## config.mk

```make
export PLATFORM = sky130hd
export DESIGN_NAME = instr_fetch_unit
export DESIGN_NICKNAME = d
export VERILOG_FILES = /design/src/rtl/riscv_pkg.sv /design/src/rtl/ifu_fifo.sv /design/src/rtl/instr_fetch_unit.sv
export SDC_FILE = /design/constraint.sdc
export NUM_CORES = 1
export LEC_CHECK = 0
export CAP_MARGIN = 5
export CORE_ASPECT_RATIO = 1.2
export CORE_MARGIN = 2
export CORE_UTILIZATION = 40
export CTS_CLUSTER_DIAMETER = 60
export DETAILED_ROUTE_END_ITERATION = 8
export GPL_TIMING_DRIVEN = 0
export SYNTH_ARGS = -nofsm -noshare
export SYNTH_HDL_FRONTEND = slang
export SYNTH_SLANG_ARGS = --single-unit
export TNS_END_PERCENT = 100
```

## constraint.sdc

```tcl
create_clock -name clk -period 9.9 [get_ports clk]
set_input_delay 2.97 -clock clk [delete_from_list [all_inputs] [get_ports clk]]
set_output_delay 2.97 -clock clk [all_outputs]
set_load 0.05 [all_outputs]
```

## src/rtl/riscv_pkg.sv

```systemverilog
// Shared RISC-V front-end definitions: opcodes, NOP encoding, fetch FSM states, FIFO entry layout.
package riscv_pkg;

    localparam int unsigned XLEN = 32;

    localparam logic [6:0]  OPCODE_JAL    = 7'b1101111;
    localparam logic [6:0]  OPCODE_JALR   = 7'b1100111;
    localparam logic [6:0]  OPCODE_BRANCH = 7'b1100011;
    localparam logic [31:0] INSTR_NOP     = 32'h00000013;

    typedef enum logic {
        RUN  = 1'b0,
        HALT = 1'b1
    } ifu_state_t;

    // One prefetch FIFO entry: instruction word and the PC it was fetched from.
    typedef struct packed {
        logic [XLEN-1:0] instr;
        logic [XLEN-1:0] pc;
    } ifu_entry_t;

endpackage

```

## src/rtl/ifu_fifo.sv

```systemverilog
// Synchronous FIFO with flush; used for the prefetch buffer and for the in-order PC queue.
// Pop on empty and push on full are not guarded here; the fetch unit's credit rule prevents both.
module ifu_fifo
    import riscv_pkg::*;
#(
    parameter int unsigned WIDTH = 64,
    parameter int unsigned DEPTH = 2
) (
    input  logic                   clk,
    input  logic                   reset,
    input  logic                   flush,
    input  logic                   push,
    input  logic                   pop,
    input  logic [WIDTH-1:0]       wdata,
    output logic [WIDTH-1:0]       rdata,
    output logic [$clog2(DEPTH):0] count
);
    localparam int unsigned PW = $clog2(DEPTH);
    localparam int unsigned CW = PW + 1;

    logic [WIDTH-1:0] mem_q [DEPTH];
    logic [WIDTH-1:0] mem_d [DEPTH];
    logic [PW-1:0]    wr_ptr_q, wr_ptr_d;
    logic [PW-1:0]    rd_ptr_q, rd_ptr_d;
    logic [CW-1:0]    count_q, count_d;

    assign rdata = mem_q[rd_ptr_q];
    assign count = count_q;

    // Next-state for storage, pointers and occupancy; flush wins over push/pop.
    always_comb begin
        mem_d    = mem_q;
        wr_ptr_d = wr_ptr_q;
        rd_ptr_d = rd_ptr_q;
        count_d  = count_q;
        if (flush) begin
            wr_ptr_d = '0;
            rd_ptr_d = '0;
            count_d  = '0;
        end else begin
            if (push) begin
                mem_d[wr_ptr_q] = wdata;
                wr_ptr_d        = wr_ptr_q + PW'(1);
            end
            if (pop) begin
                rd_ptr_d = rd_ptr_q + PW'(1);
            end
            count_d = count_q + CW'(push) - CW'(pop);
        end
    end

    // Storage and pointer registers; storage is cleared so the head reads zero after reset.
    always_ff @(posedge clk or posedge reset) begin
        if (reset) begin
            mem_q    <= '{default: '0};
            wr_ptr_q <= '0;
            rd_ptr_q <= '0;
            count_q  <= '0;
        end else begin
            mem_q    <= mem_d;
            wr_ptr_q <= wr_ptr_d;
            rd_ptr_q <= rd_ptr_d;
            count_q  <= count_d;
        end
    end

endmodule

```

## src/rtl/instr_fetch_unit.sv

```systemverilog
// Instruction fetch unit: credit-limited requests to instruction memory, prefetch FIFO towards decode,
// redirect handling with discard of wrong-path responses still in flight.
// Optional feature macro: IFU_MISALIGN_TRAP_EN (misaligned redirect raises fetch_fault and halts fetch).
module instr_fetch_unit
    import riscv_pkg::*;
#(
    parameter int unsigned DEPTH    = 2,
    parameter logic [31:0] RESET_PC = 32'h0
) (
    input  logic        clk,
    input  logic        reset,
    output logic        imem_req,
    output logic [31:0] imem_addr,
    input  logic        imem_gnt,
    input  logic        imem_rvalid,
    input  logic [31:0] imem_rdata,
    output logic        instr_valid,
    input  logic        instr_ready,
    output logic [31:0] instr,
    output logic [31:0] instr_pc,
    input  logic        redirect,
    input  logic [31:0] redirect_pc,
    output logic        fetch_fault
);
    localparam int unsigned CW = $clog2(DEPTH) + 1;
    // Stale responses in flight are bounded by memory latency; 8 bits covers latencies up to 255 cycles.
    localparam int unsigned DW = 8;

    ifu_state_t    state_q, state_d;
    logic          imem_req_q, imem_req_d;
    logic [31:0]   fetch_pc_q, fetch_pc_d;
    logic [DW-1:0] discard_q, discard_d;

    logic [CW-1:0] data_cnt, data_cnt_nxt;
    logic [CW-1:0] pcq_cnt, pcq_cnt_nxt;
    logic [CW:0]   credit_used;
    logic [31:0]   pcq_head;
    logic [31:0]   target_pc;
    ifu_entry_t    data_wr, data_head;
    logic          gnt_ok, resp_live, data_push, data_pop, pcq_push, data_empty;

    assign gnt_ok     = imem_req_q & imem_gnt;
    assign resp_live  = imem_rvalid & (discard_q == '0);
    assign data_empty = (data_cnt == '0);
    assign data_push  = resp_live & ~redirect;
    assign data_pop   = ~data_empty & instr_ready & ~redirect;
    assign pcq_push   = gnt_ok & ~redirect;
    assign target_pc  = redirect_pc & 32'hFFFF_FFFC;

    assign data_wr.instr = imem_rdata;
    assign data_wr.pc    = pcq_head;

    // PCs of accepted, still-live requests; its occupancy is the live outstanding count.
    ifu_fifo #(.WIDTH(32), .DEPTH(DEPTH)) u_pc_queue (
        .clk   (clk),
        .reset (reset),
        .flush (redirect),
        .push  (pcq_push),
        .pop   (data_push),
        .wdata (fetch_pc_q),
        .rdata (pcq_head),
        .count (pcq_cnt)
    );

    // Prefetch buffer presenting {instr, pc} to decode.
    ifu_fifo #(.WIDTH($bits(ifu_entry_t)), .DEPTH(DEPTH)) u_prefetch (
        .clk   (clk),
        .reset (reset),
        .flush (redirect),
        .push  (data_push),
        .pop   (data_pop),
        .wdata (data_wr),
        .rdata (data_head),
        .count (data_cnt)
    );

`ifdef IFU_MISALIGN_TRAP_EN
    logic fetch_fault_q, fetch_fault_d;
    assign fetch_fault = fetch_fault_q;
`else
    assign fetch_fault = 1'b0;
`endif

    assign imem_req    = imem_req_q;
    assign imem_addr   = fetch_pc_q;
    assign instr_valid = ~data_empty;
    assign instr       = data_head.instr;
    assign instr_pc    = data_head.pc;

    // Next fetch PC, discard count, FSM state and registered request from next-cycle occupancy.
    always_comb begin
        state_d      = state_q;
        fetch_pc_d   = fetch_pc_q;
        discard_d    = discard_q;
`ifdef IFU_MISALIGN_TRAP_EN
        fetch_fault_d = fetch_fault_q;
`endif
        data_cnt_nxt = data_cnt + CW'(data_push) - CW'(data_pop);
        pcq_cnt_nxt  = pcq_cnt + CW'(pcq_push) - CW'(data_push);

        if (gnt_ok) begin
            fetch_pc_d = fetch_pc_q + 32'd4;
        end
        if (imem_rvalid && !resp_live) begin
            discard_d = discard_q - DW'(1);
        end

        if (redirect) begin
            data_cnt_nxt = '0;
            pcq_cnt_nxt  = '0;
            fetch_pc_d   = target_pc;
            // Everything in flight (including a grant this cycle) minus a response retiring now.
            discard_d    = discard_q + DW'(pcq_cnt) + DW'(gnt_ok) - DW'(imem_rvalid);
`ifdef IFU_MISALIGN_TRAP_EN
            if (redirect_pc[1:0] != 2'b00) begin
                state_d       = HALT;
                fetch_fault_d = 1'b1;
            end else begin
                state_d       = RUN;
                fetch_fault_d = 1'b0;
            end
`endif
        end

        credit_used = (CW+1)'(data_cnt_nxt) + (CW+1)'(pcq_cnt_nxt);
        imem_req_d  = (state_d == RUN) && (credit_used < (CW+1)'(DEPTH));
    end

    // State registers.
    always_ff @(posedge clk or posedge reset) begin
        if (reset) begin
            state_q    <= RUN;
            imem_req_q <= 1'b0;
            fetch_pc_q <= RESET_PC;
            discard_q  <= '0;
        end else begin
            state_q    <= state_d;
            imem_req_q <= imem_req_d;
            fetch_pc_q <= fetch_pc_d;
            discard_q  <= discard_d;
        end
    end

`ifdef IFU_MISALIGN_TRAP_EN
    // Sticky misalignment trap flag, cleared by the next aligned redirect.
    always_ff @(posedge clk or posedge reset) begin
        if (reset) begin
            fetch_fault_q <= 1'b0;
        end else begin
            fetch_fault_q <= fetch_fault_d;
        end
    end
`endif

endmodule

```

* Word level (Yosys, flattened, before mapping)
Cells that the tools add are included.
Storage, ports and cells: register bits after elaboration 241, bits of input ports 70, output and inout bits 99, word-level logic and storage cells 85
Operators by class: add/sub/neg operators 14, order comparisons 7, mux-type cells 26, bitwise operators 12, reductions and logical operators 13
Operator list (count):
- 64-bit two-way mux | 4
- 32-bit two-way mux | 6
- 128-bit bitwise mux | 1
- 64-bit bitwise mux | 1
- 64-bit demux with 1-bit select | 1
- 32-bit by 3-bit adder with 32-bit output (second input constant) | 1
- 32-bit demux with 1-bit select | 1
- 8-bit two-way mux | 2
- 2-bit nonzero test | 5
- 8-bit by 1-bit adder with 8-bit output | 1
- 8-bit by 2-bit adder with 8-bit output | 1
- 2-bit >= comparator (second input constant) | 4
- 8-bit logical NOT | 1
- 1-bit two-way mux | 8
- 1-bit inverter with 2-bit output | 4
- 8-bit by 1-bit subtractor with 8-bit output | 1
- 8-bit by 1-bit subtractor with 8-bit output (second input constant) | 1
- 1-bit bitwise AND | 6
- 1-bit adder (second input constant) | 4
- 2-bit by 1-bit adder with 2-bit output | 2
- 2-bit by 1-bit less-than comparator with 1-bit output (second input constant) | 2
- 2-bit two-way mux | 2
- 2-bit AND reduction | 2
- 2-bit by 1-bit subtractor with 2-bit output | 2
- 6 further kinds | 9

* Longest topological paths before layout
Gate-level depths: netlist (run 1).
word-level depth 8, depth in mapped cells 13

* Hierarchy
From an unflattened synthesis (run 1), not the netlist that was laid out.
Unflattened totals: cell total of the unflattened synthesis 877, area total of the unflattened synthesis 11881.4 sq um
By module, submodules not included:
- ifu_fifo (u_prefetch) | times used 1, cells each 359, area an instance 6052.1 sq um, sequential area each 3303.2 sq um
- ifu_fifo (u_pc_queue) | times used 1, cells each 188, area an instance 3002.9 sq um, sequential area each 1701.6 sq um
- instr_fetch_unit | times used 1, cells each 330, area an instance 2826.5 sq um, sequential area each 975.9 sq um

* Worst setup path before layout (run 1)
Ideal clock, no wire load.
path kind input -> register, start point in redirect, end point reg imem_req_q, in the netlist imem_req, data arrival time 5.618 ns, setup slack 4.163 ns, stages 13, cells stage by stage buf_6 > clkbuf_1 > clkbuf_1 > clkbuf_1 > nor2_1 > ha_1 > inv_1 > ha_1 > xor2_1 > xnor2_1 > or2_2 > fa_1 > and2_1
Between the ends: word-level cells in the longest chain between the ends 7
RTL lines:
- from (decl) | RTL line instr_fetch_unit.sv:21 | input logic redirect,
- 1-bit inverter (no source line)
- 1-bit bitwise AND, on equally long branches | RTL line instr_fetch_unit.sv:45, instr_fetch_unit.sv:47
- 2-bit by 1-bit adder with 2-bit output, on equally long branches | RTL line instr_fetch_unit.sv:98, instr_fetch_unit.sv:99
- 2-bit by 1-bit subtractor with 2-bit output, on equally long branches | RTL line instr_fetch_unit.sv:98, instr_fetch_unit.sv:99
- 2-bit two-way mux | RTL line instr_fetch_unit.sv:108 | if (redirect) begin
- 2-bit by 2-bit adder with 3-bit output (*) | RTL line instr_fetch_unit.sv:125 | credit_used = (CW+1)'(data_cnt_nxt) + (CW+1)'(pcq_cnt_nxt);
- 3-bit by 2-bit less-than comparator with 1-bit output (*) | RTL line instr_fetch_unit.sv:126 | imem_req_d = (state_d == RUN) && (credit_used < (CW+1)'(DEPTH));
- named net imem_req_d | RTL line instr_fetch_unit.sv:30 | logic imem_req_q, imem_req_d;
- to (signal assigned) | RTL line instr_fetch_unit.sv:138 | imem_req_q <= imem_req_d;
- to (decl) | RTL line instr_fetch_unit.sv:30
The timed path passes the listed nets; every way through them passes the cells marked *. A chain may end at the register's enable or synchronous reset.

* Worst setup path in the final report (run 1)
start point reg u_prefetch.rd_ptr_q, end point out instr_pc[23]
Between the ends: word-level cells in the longest chain between the ends 4
RTL lines:
- from (decl) | RTL line ifu_fifo.sv:24 | logic [PW-1:0] rd_ptr_q, rd_ptr_d;
- from (signal assigned) | RTL line ifu_fifo.sv:62 | rd_ptr_q <= rd_ptr_d;
- 1-bit inverter with 2-bit output (implied by the code) | RTL line ifu_fifo.sv:27 | assign rdata = mem_q[rd_ptr_q];
- 64-bit two-way mux (implied by the code) (3 in a row) | RTL line ifu_fifo.sv:27
- to (decl) | RTL line instr_fetch_unit.sv:20 | output logic [31:0] instr_pc,
No other way between the ends. The select of a mux whose other input is x is not followed.

==> results of run 1 <==
-- cell families (layout without fill, tap and decap cells) --
logic type	count (synthesis)	in the layout	synth area share
xor gates and xnor gates	41	41	0.0330
adders and majority gates	25	25	0.0309
and+or+nand+nor	201	201	0.0903
muxes	220	220	0.224
DFF	231	231	0.532
other	1	5	0.000345
AOI/OAI and AO/OA	110	110	0.0544
buffers and inverters	81	291	0.0351
-- worst max-delay path, stage by stage (launching register included) --
cell and delay [ns]:
sky130_fd_sc_hd__dfrtp_1 0.32, sky130_fd_sc_hd__clkbuf_1 0.35, sky130_fd_sc_hd__buf_1 0.69, sky130_fd_sc_hd__mux2_2 0.43, sky130_fd_sc_hd__clkdlybuf4s50_1 0.71
-- metal layers --
layer  vias up  global-route usage  wire [um]
met2       161               0.311      12500
met1      3705               0.247      11700
met3        27              0.0275       1210
met4         0              0.0404        338
met5         -                   0          0
li1       3546                   -          -
-- per-stage QoR --
step	util	worst slack (ns)
3_3_place_gp	0.479	-2.53
3_5_place_dp	0.482	3.51
4_1_cts	0.513	3.85
2_1_floorplan	-	0.597
5_1_grt	0.513	3.76
6_report	0.513	3.91
-- sequential cells by signal (all words and copies together) (netlist names) --
register,cells
u_prefetch.mem_q,124
imem_req,1
u_prefetch.wr_ptr_q,1
u_pc_queue.rd_ptr_q,1
u_prefetch.count,2
u_prefetch.rd_ptr_q,1
discard_q,8
u_pc_queue.wr_ptr_q,1
u_pc_queue.mem_q,60
imem_addr,30
u_pc_queue.count,2
-- power groups by stage --
stage	logic (uW)	clock network [uW]	registers, uW
final	1050	943	1240
after CTS	1060	968	1240
after global placement	1040	0	1250
after global routing	1140	1010	1270
after floorplan	729	0	1270
after detailed placement	1050	0	1260
-- cell type report --
| type | count | area (um2) |
|---|---|---|
| clock buffers | 41 | 778 |
| clock inverters | 7 | 63.8 |
| multi-input cells | 602 | 4720 |
| well taps | 340 | 425 |
| plain buffers | 54 | 275 |
| repair buffers | 162 | 1660 |
| inverters | 27 | 114 |
| flip-flops and latches | 231 | 5780 |
| fillers | 2403 | 13100 |
-- worst max-delay path by stage --
stage / endpoint / slack [ns] / depth (start not counted)
6_report: instr_pc[23] / 3.91 / 4
3_3_place_gp: discard_q[6] / -2.53 / 2
2_1_floorplan: discard_q[0] / 0.60 / 1
4_1_cts: instr_pc[29] / 3.85 / 4
5_1_grt: instr_pc[29] / 3.76 / 4
3_5_place_dp: imem_req / 3.51 / 13
-- synthesized netlist by cell type, types with 2 or more instances --
cell,count
sky130_fd_sc_hd__dfrtp_1,231
sky130_fd_sc_hd__mux2_2,185
sky130_fd_sc_hd__nand2_1,76
sky130_fd_sc_hd__o21ai_0,61
sky130_fd_sc_hd__nor2_1,49
sky130_fd_sc_hd__a21oi_1,36
sky130_fd_sc_hd__mux2i_1,35
sky130_fd_sc_hd__clkbuf_1,26
sky130_fd_sc_hd__inv_1,26
sky130_fd_sc_hd__xor2_1,23
sky130_fd_sc_hd__ha_1,22
sky130_fd_sc_hd__xnor2_1,18
sky130_fd_sc_hd__nand3_1,16
sky130_fd_sc_hd__buf_2,12
sky130_fd_sc_hd__nand4_1,12
sky130_fd_sc_hd__nor2b_1,8
sky130_fd_sc_hd__buf_1,7
sky130_fd_sc_hd__nor3_1,7
sky130_fd_sc_hd__buf_4,5
sky130_fd_sc_hd__or2_2,5
sky130_fd_sc_hd__a22oi_1,4
sky130_fd_sc_hd__or4_1,4
sky130_fd_sc_hd__and2_1,3
sky130_fd_sc_hd__buf_6,3
sky130_fd_sc_hd__fa_1,3
sky130_fd_sc_hd__nor3b_1,3
sky130_fd_sc_hd__a31oi_1,2
sky130_fd_sc_hd__and3_1,2
sky130_fd_sc_hd__and3_2,2
sky130_fd_sc_hd__and4_1,2
sky130_fd_sc_hd__nand2b_1,2
sky130_fd_sc_hd__or3_1,2
==> flow_summary_export.csv, run 1 <==
group,metric,value,unit
clock_network,clock_sinks,231,
power,design_power_total,3230,uW
clock_network,clock_path_buffers,3,
setup_path,crit_fanout,10,
floorplan,die_x,154,um
routing,postRouteWirelength,25.8,mm
floorplan,die_h,185,um
grt,grtUsageTotal,0.182,
finish,syn_to_final_growth,27.1,%
power,p_leak,0.00612,uW
clock_network,clkSlewWorstSetupHoldPaths,0.06,ns
sta,final_min_period_over_clock_period,0.605,
clock_network,cts_tree,"done",
yosys,synthesis.area,10900,um2
finish,antenna_cells,0,
hold_path,hold_class,"reg -> reg",
yosys,synthCells,910,
finish,drive_gt1_frac,0.234,
power,power.share.combinational,0.324,
yosys,syn_avg_cell_area,11.9,um2
job,timing.max_cap.violations,0,
routing,first_pass_iters,4,
finish,final_common_cell,"sky130_fd_sc_hd__dfrtp_1",
place,globalplace.congestion,0.776,
sta,finalSetupViolations,0,
setup_path,r2r.worst_path.cells,12,
sta,max_freq,0.167,GHz
outcome,status,"finished, final reports clean",
floorplan,floorplan.core_area,26900,um2
clock_network,postCtsResizedCells,0,
yosys,synthDominantAreaCellType,"sky130_fd_sc_hd__dfrtp_1",
setup_path,cp_data_arrival_time,3.02,ns
sta,slew_headroom,0.141,
sta,slew_violations,0,
sta,worstMarginPinSlew,1.29,ns
setup_path,end_kind,"primary output",
grt,largest_net_degree_at_the_start_of_global_routing,90,
sta,timing.final.hold_violations,0,
clock_network,buffer_type_at_the_clock_tree_root,"sky130_fd_sc_hd__clkbuf_16",
power,sw_frac_of_total,0.336,
yosys,yosys-top-cells-area,"sky130_fd_sc_hd__dfrtp_1 53%, sky130_fd_sc_hd__mux2_2 19%, sky130_fd_sc_hd__mux2i_1 3.2%, sky130_fd_sc_hd__o21ai_0 2.8%, sky130_fd_sc_hd__nand2_1 2.6%",
place,placed_cells,1416,
yosys,synth_enable_flop_cells,0,
clock_network,clock_tree.htree_level_count,1,
routing,detail_route.drc_violations,0,
place,dpl-instance-area,13000,um2
setup_path,worstSetupPathType,"reg -> out",
setup_path,worstReg2RegEnd,"imem_req",
yosys,post_synthesis_async_set_or_reset_flop_share,1.00,
finish,final_design_area_no_fill,13800,um2
hold_path,timing.hold.worst_endpoint,"u_prefetch.mem_q[24]",
setup_path,cp-startpoint,"u_prefetch.rd_ptr_q",
yosys,post_synth_num_cell_types,50,
power,total_switching_power,1090,uW
grt,grt_pass1_wl,41.5,mm
finish,layout.cells.non_filler,1464,
place,place.port_buffers,160,
yosys,ys_ff_latch,231,
grt,first_global_vias,7588,
floorplan,placementRows,66,
power,power.ir.vdd_worst,0.101,mV
setup_path,critPathLaunchType,"register",
clock_network,cts_hold_buffers,0,
power,p_per_area,234,nW/um2
finish,final_cell_mix,"231 x sky130_fd_sc_hd__dfrtp_1, 185 x sky130_fd_sc_hd__mux2_2, 160 x sky130_fd_sc_hd__clkdlybuf4s50_1, 76 x sky130_fd_sc_hd__nand2_1, 61 x sky130_fd_sc_hd__o21ai_0",
place,dp_hpwl,18.3,mm
hold_path,holdPathStages,2,
power,p_seq_frac,0.384,
routing,post_drt_via_cell_ratio,5.08,
yosys,yosysWarningCount,0,
hold_path,holdCritStartpoint,"u_prefetch.mem_q[24]",
sta,setup-tns-final,0,ns
clock_network,clkLatencyLatePin,0.52,ns
routing,post_drt_wl_per_cell,17.6,um
power,cell_internal_pwr,2140,uW
sta,fin_worst_skew,0.0109,ns
grt,number_of_antenna_violations_at_the_first_check_in_global_routing,0,
yosys,synthDominantCellAreaShare,0.532,
routing,drtIter0Drc,389,
sta,min_period,5.99,ns
setup_path,worst-r2r-setup-slack,6.63,ns
setup_path,reg_to_reg_start,"discard_q[5]",
routing,via_count,7439,
finish,nets,1199,
grt,globalRouteOverflowTotal,0,
power,share_clk_of_total_power,0.292,
routing,ant_nets,0,
yosys,proportion_of_synthesized_chip_area_in_sequential_cells,0.532,
clock_network,numCtsBuffers,26,
floorplan,initial_utilization,0.404,
floorplan,die-area,28500,um2
setup_path,timing.critical_path.required,6.93,ns
sta,fin_hold_ws,0.477,ns
sta,grt_setup_unrepaired,"no",
yosys,ys_dominant_reg_cell,"sky130_fd_sc_hd__dfrtp_1",
floorplan,io_pins,169,
clock_network,post-cts-setup-buffer-count,0,
Note: power is estimated with default switching activity, not from simulation.
==> inputs of run 2 (changes only) <==
- clock period: 9.9 -> 5.81 ns (I/O delays scaled with it)
==> run 2 against run 1 <==
Largest cell class unchanged; sequential cell count is the same; cell area grew 0.98%; clock skew increased by 0.0050 ns; routed wire length increased by 1.0%; die area is the same; register-to-register slack got worse by 4.0 ns; highest routed layer unchanged; critical path type unchanged; count of clock-buffer cells in the layout is 5 lower; combinational power grew 70%; utilization is 0.50 points higher; via count fell by 0.63%.
==> flow_summary_export.csv, run 2 (synthesis results as in run 1) <==
group,metric,value,unit
outcome,status,"finished, final reports clean",
floorplan,die-area,28500,um2
routing,ant_nets,0,
floorplan,placementRows,66,
clock_network,clock_sinks,231,
clock_network,clkLatencyLatePin,0.53,ns
routing,post_drt_via_cell_ratio,5.04,
hold_path,hold_class,"reg -> reg",
sta,slew_headroom,0.0916,
job,timing.max_cap.violations,0,
clock_network,cts_hold_buffers,0,
sta,worstMarginPinSlew,1.36,ns
floorplan,initial_utilization,0.404,
power,p_per_area,404,nW/um2
sta,finalSetupViolations,0,
sta,grt_setup_unrepaired,"no",
floorplan,floorplan.core_area,26900,um2
floorplan,die_x,154,um
finish,drive_gt1_frac,0.242,
grt,first_global_vias,7673,
finish,layout.cells.non_filler,1467,
finish,register_bank_with_the_most_flops,"u_prefetch.mem_q",
finish,nets,1203,
power,power.ir.vdd_worst,0.196,mV
finish,final_cell_mix,"231 x sky130_fd_sc_hd__dfrtp_1, 185 x sky130_fd_sc_hd__mux2_2, 160 x sky130_fd_sc_hd__clkdlybuf4s50_1, 76 x sky130_fd_sc_hd__nand2_1, 61 x sky130_fd_sc_hd__o21ai_0",
routing,via_count,7392,
sta,slew_violations,0,
routing,detail_route.drc_violations,0,
setup_path,crit_path_cell_trace,"clkbuf_1 -> buf_1 -> mux2_2 -> clkdlybuf4s50_1",
grt,largest_net_degree_at_the_start_of_global_routing,41,
routing,first_pass_iters,4,
clock_network,clock_path_buffers,3,
grt,globalRouteOverflowTotal,0,
sta,fin_hold_ws,0.473,ns
clock_network,clock_tree.htree_level_count,1,
grt,grtUsageTotal,0.185,
clock_network,clkSlewWorstSetupHoldPaths,0.06,ns
finish,syn_to_final_growth,28.4,%
finish,largest_register_ff_count,124,
routing,drtIter0Drc,401,
sta,min_period,4.77,ns
clock_network,postCtsResizedCells,0,
power,p_leak,0.00618,uW
grt,number_of_antenna_violations_at_the_first_check_in_global_routing,0,
place,place.port_buffers,160,
finish,final_common_cell,"sky130_fd_sc_hd__dfrtp_1",
place,dpl-instance-area,13000,um2
setup_path,cp_data_arrival_time,3.03,ns
setup_path,crit_slowest_cell,"sky130_fd_sc_hd__clkdlybuf4s50_1",
finish,final.fill_count,2389,
setup_path,end_kind,"primary output",
sta,timing.final.hold_violations,0,
grt,grt_pass1_wl,42.1,mm
sta,fin_worst_skew,0.0159,ns
sta,max_freq,0.209,GHz
setup_path,crit_fanout,10,
finish,antenna_cells,0,
setup_path,worstSetupPathType,"reg -> out",
clock_network,cts_tree,"done",
place,placed_cells,1420,
routing,post_drt_wl_per_cell,17.8,um
setup_path,worst_path_largest_cell_delay,0.72,ns
setup_path,critPathLaunchType,"register",
floorplan,die_h,185,um
sta,setup-tns-final,0,ns
setup_path,timing.critical_path.required,4.07,ns
clock_network,numCtsBuffers,26,
finish,final_design_area_no_fill,13900,um2
sta,final_min_period_over_clock_period,0.822,
clock_network,buffer_type_at_the_clock_tree_root,"sky130_fd_sc_hd__clkbuf_16",
place,globalplace.congestion,0.786,
power,design_power_total,5630,uW
place,dp_hpwl,18.8,mm
clock_network,post-cts-setup-buffer-count,0,
routing,postRouteWirelength,26.0,mm
floorplan,io_pins,169,
## run 2: cell types whose count changed in the layout (fill, tap and decap cells not counted), sizes merged
cell	change
buf	+4
clkbuf	-5
inv	-2
clkinv	+2
clkinvlp	+2
bufinv	+2
## run 2: layer usage
| metal | vias up | part of all wire | wire, um | global-route usage |
|---|---|---|---|---|
| met3 | 28 | 0.047 | 1230 | 0.0287 |
| met1 | 3657 | 0.45 | 11700 | 0.248 |
| met2 | 160 | 0.49 | 12700 | 0.319 |
| li1 | 3547 | - | - | - |
| met4 | 0 | 0.016 | 421 | 0.0415 |
| met5 | - | 0 | 0 | 0 |
## run 2: where the power goes
part           total, uW  internal, uW  switching [uW]
clock network       1720          1070             658
registers           2120          1920             195
logic               1790           774            1020
total               5630          3760            1870
## run 2: area by class of cell
type | count | area, um2 | area share
multi-input combinational | 602 | 4720 | 0.338
inverter | 27 | 110 | 0.00789
clock buffer | 36 | 779 | 0.0559
buffer | 54 | 275 | 0.0197
clock inverter | 11 | 136 | 0.00978
tap | 340 | 425 | 0.0305
sequential | 231 | 5780 | 0.414
timing repair buffer | 166 | 1720 | 0.123
## run 2: worst paths after layout
kind	startpoint	end	slack [ns]	depth (start not counted)
hold / removal	u_prefetch.mem_q[29]	u_prefetch.mem_q[29]	0.47	2
max in group asynchronous	reset	u_prefetch.mem_q[90]	3.18	5
min in group asynchronous	reset	u_prefetch.mem_q[117]	1.57	2
hold reg to reg	u_prefetch.mem_q[29]	u_prefetch.mem_q[29]	0.47	2
setup reg to reg	discard_q[0]	imem_req	2.61	12
setup / recovery	u_prefetch.rd_ptr_q	instr_pc[23]	1.04	4
## run 2: critical path: cells and delay by family, from the launching register on
kind | cells | cell delay, ns
buffers and inverters | 3 | 1.76
flip-flops | 1 | 0.32
multiplexers | 1 | 0.43
## run 2: per-stage QoR
step,setup WS [ns],util
floorplan,1.05,-
global placement,-0.831,0.480
detailed placement,0.644,0.484
CTS,0.997,0.518
global route,0.893,0.518
finish,1.04,0.518
==> inputs of run 3 (changes only) <==
- clock period: 5.81 -> 4.5 ns (I/O delays scaled with it)
==> run 3 against run 2 <==
Sequential power increased by 29%; total power grew 29%; largest cell class unchanged; utilization hardly changed; sequential share of layout area about the same; count of clock-buffer cells in the layout did not move.
==> flow_summary_export.csv, run 3 (synthesis results as in run 1) <==
group,metric,value,unit
setup_path,timing.critical_path.required,3.15,ns
floorplan,io_pins,169,
clock_network,numCtsBuffers,26,
finish,nets,1203,
clock_network,post-cts-setup-buffer-count,0,
finish,utilization,0.518,
power,design_power_total,7270,uW
routing,ant_nets,0,
clock_network,clock_tree.htree_level_count,1,
clock_network,clkSlewWorstSetupHoldPaths,0.06,ns
grt,globalRouteOverflowTotal,0,
finish,antenna_cells,0,
power,p_leak,0.00619,uW
grt,grt_pass1_wl,42.1,mm
routing,first_pass_iters,4,
clock_network,postCtsResizedCells,0,
job,timing.max_cap.violations,0,
floorplan,die_h,185,um
power,power.ir.vdd_worst,0.252,mV
routing,post_drt_via_cell_ratio,5.03,
setup_path,critPathLaunchType,"register",
place,globalplace.congestion,0.786,
grt,first_global_vias,7673,
sta,final_min_period_over_clock_period,0.955,
finish,final_cell_mix,"231 x sky130_fd_sc_hd__dfrtp_1, 185 x sky130_fd_sc_hd__mux2_2, 160 x sky130_fd_sc_hd__clkdlybuf4s50_1, 76 x sky130_fd_sc_hd__nand2_1, 61 x sky130_fd_sc_hd__o21ai_0",
setup_path,crit_path_cell_trace,"clkbuf_1 -> buf_1 -> mux2_2 -> clkdlybuf4s50_1",
routing,via_count,7384,
finish,largest_register_ff_count,124,
routing,post_drt_wl_per_cell,17.8,um
setup_path,crit_slowest_cell,"sky130_fd_sc_hd__clkdlybuf4s50_1",
floorplan,floorplan.core_area,26900,um2
finish,final_common_cell,"sky130_fd_sc_hd__dfrtp_1",
sta,worstMarginPinSlew,1.30,ns
routing,drtIter0Drc,375,
sta,max_freq,0.233,GHz
floorplan,die_x,154,um
clock_network,cts_hold_buffers,0,
outcome,status,"finished, final reports clean",
setup_path,worst-r2r-setup-slack,1.29,ns
grt,largest_net_degree_at_the_start_of_global_routing,41,
floorplan,initial_utilization,0.404,
clock_network,clock_sinks,231,
sta,min_period,4.30,ns
finish,drive_gt1_frac,0.245,
routing,postRouteWirelength,26.1,mm
sta,slew_headroom,0.129,
setup_path,cp_data_arrival_time,2.95,ns
grt,grtUsageTotal,0.185,
routing,detail_route.drc_violations,0,
hold_path,hold_class,"reg -> reg",
setup_path,crit_fanout,10,
clock_network,buffer_type_at_the_clock_tree_root,"sky130_fd_sc_hd__clkbuf_16",
setup_path,worstSetupPathType,"reg -> out",
grt,number_of_antenna_violations_at_the_first_check_in_global_routing,0,
finish,register_bank_with_the_most_flops,"u_prefetch.mem_q",
power,p_per_area,521,nW/um2
clock_network,clkLatencyLatePin,0.53,ns
sta,grt_setup_unrepaired,"no",
sta,finalSetupViolations,0,
floorplan,die-area,28500,um2
floorplan,placementRows,66,
place,dp_hpwl,18.8,mm
clock_network,cts_tree,"done",
setup_path,worst_path_largest_cell_delay,0.74,ns
sta,fin_worst_skew,0.0187,ns
place,place.port_buffers,160,
sta,timing.final.hold_violations,0,
clock_network,clock_path_buffers,3,
setup_path,end_kind,"primary output",
finish,syn_to_final_growth,28.4,%
sta,slew_violations,0,
==> run 3: cell types whose count changed in the layout (fill, tap and decap cells not counted), sizes merged <==
cell | before | now
buf | 34 | 31
clkbuf | 62 | 65
==> run 3: per-stage QoR <==
step	cells	setup slack (ns)	area, um2	setup TNS, ns	hold slack, ns
final	1467	0.202	14000	0	0.473
after floorplan	914	0.128	10900	0	0.444
after global routing	1467	0.0354	14000	0	0.499
after detailed placement	1420	-0.273	13000	-0.273	0.465
after global placement	1414	-1.75	12900	-397.59	0.457
after CTS	1467	0.0799	13900	0	0.479
==> run 3: final cells by class <==
| class | count | area (um2) |
|---|---|---|
| clock buffers | 36 | 779 |
| repair buffers | 166 | 1720 |
| fillers | 2389 | 13000 |
| flip-flops and latches | 231 | 5780 |
| multi-input cells | 602 | 4720 |
| inverters | 27 | 110 |
| well taps | 340 | 425 |
| plain buffers | 54 | 279 |
| clock inverters | 11 | 136 |
==> run 3: critical path, delay by kind of cell, from the launching register on <==
family / cells / cell delay [ns]
buf+inv: 3 / 1.70
flops: 1 / 0.32
mux: 1 / 0.41
==> run 3: report_power, final <==
| part | leakage (uW) | total, uW | internal, uW | switching [uW] |
|---|---|---|---|---|
| clock network | 0.000456 | 2220 | 1380 | 848 |
| registers | 0.00298 | 2730 | 2480 | 251 |
| logic | 0.00275 | 2310 | 999 | 1310 |
==> run 3: path summary, 6_finish.rpt <==
path / from / endpoint / depth (start not counted)
worst max-delay path: u_prefetch.rd_ptr_q / instr_pc[9] / 4
worst min-delay path: u_prefetch.mem_q[29] / u_prefetch.mem_q[29] / 2
max in group asynchronous: reset / u_prefetch.mem_q[90] / 5
min in group asynchronous: reset / u_prefetch.mem_q[117] / 2
worst max register to register: discard_q[0] / imem_req / 12
worst min register to register: u_prefetch.mem_q[29] / u_prefetch.mem_q[29] / 2
==> run 3: layer usage <==
metal / GRT usage / vias to the layer above / wire length [um]
met5: 0 / - / 0
met4: 0.0415 / 0 / 430
met3: 0.0287 / 29 / 1260
met2: 0.319 / 175 / 12700
met1: 0.248 / 3639 / 11700
li1: - / 3541 / -
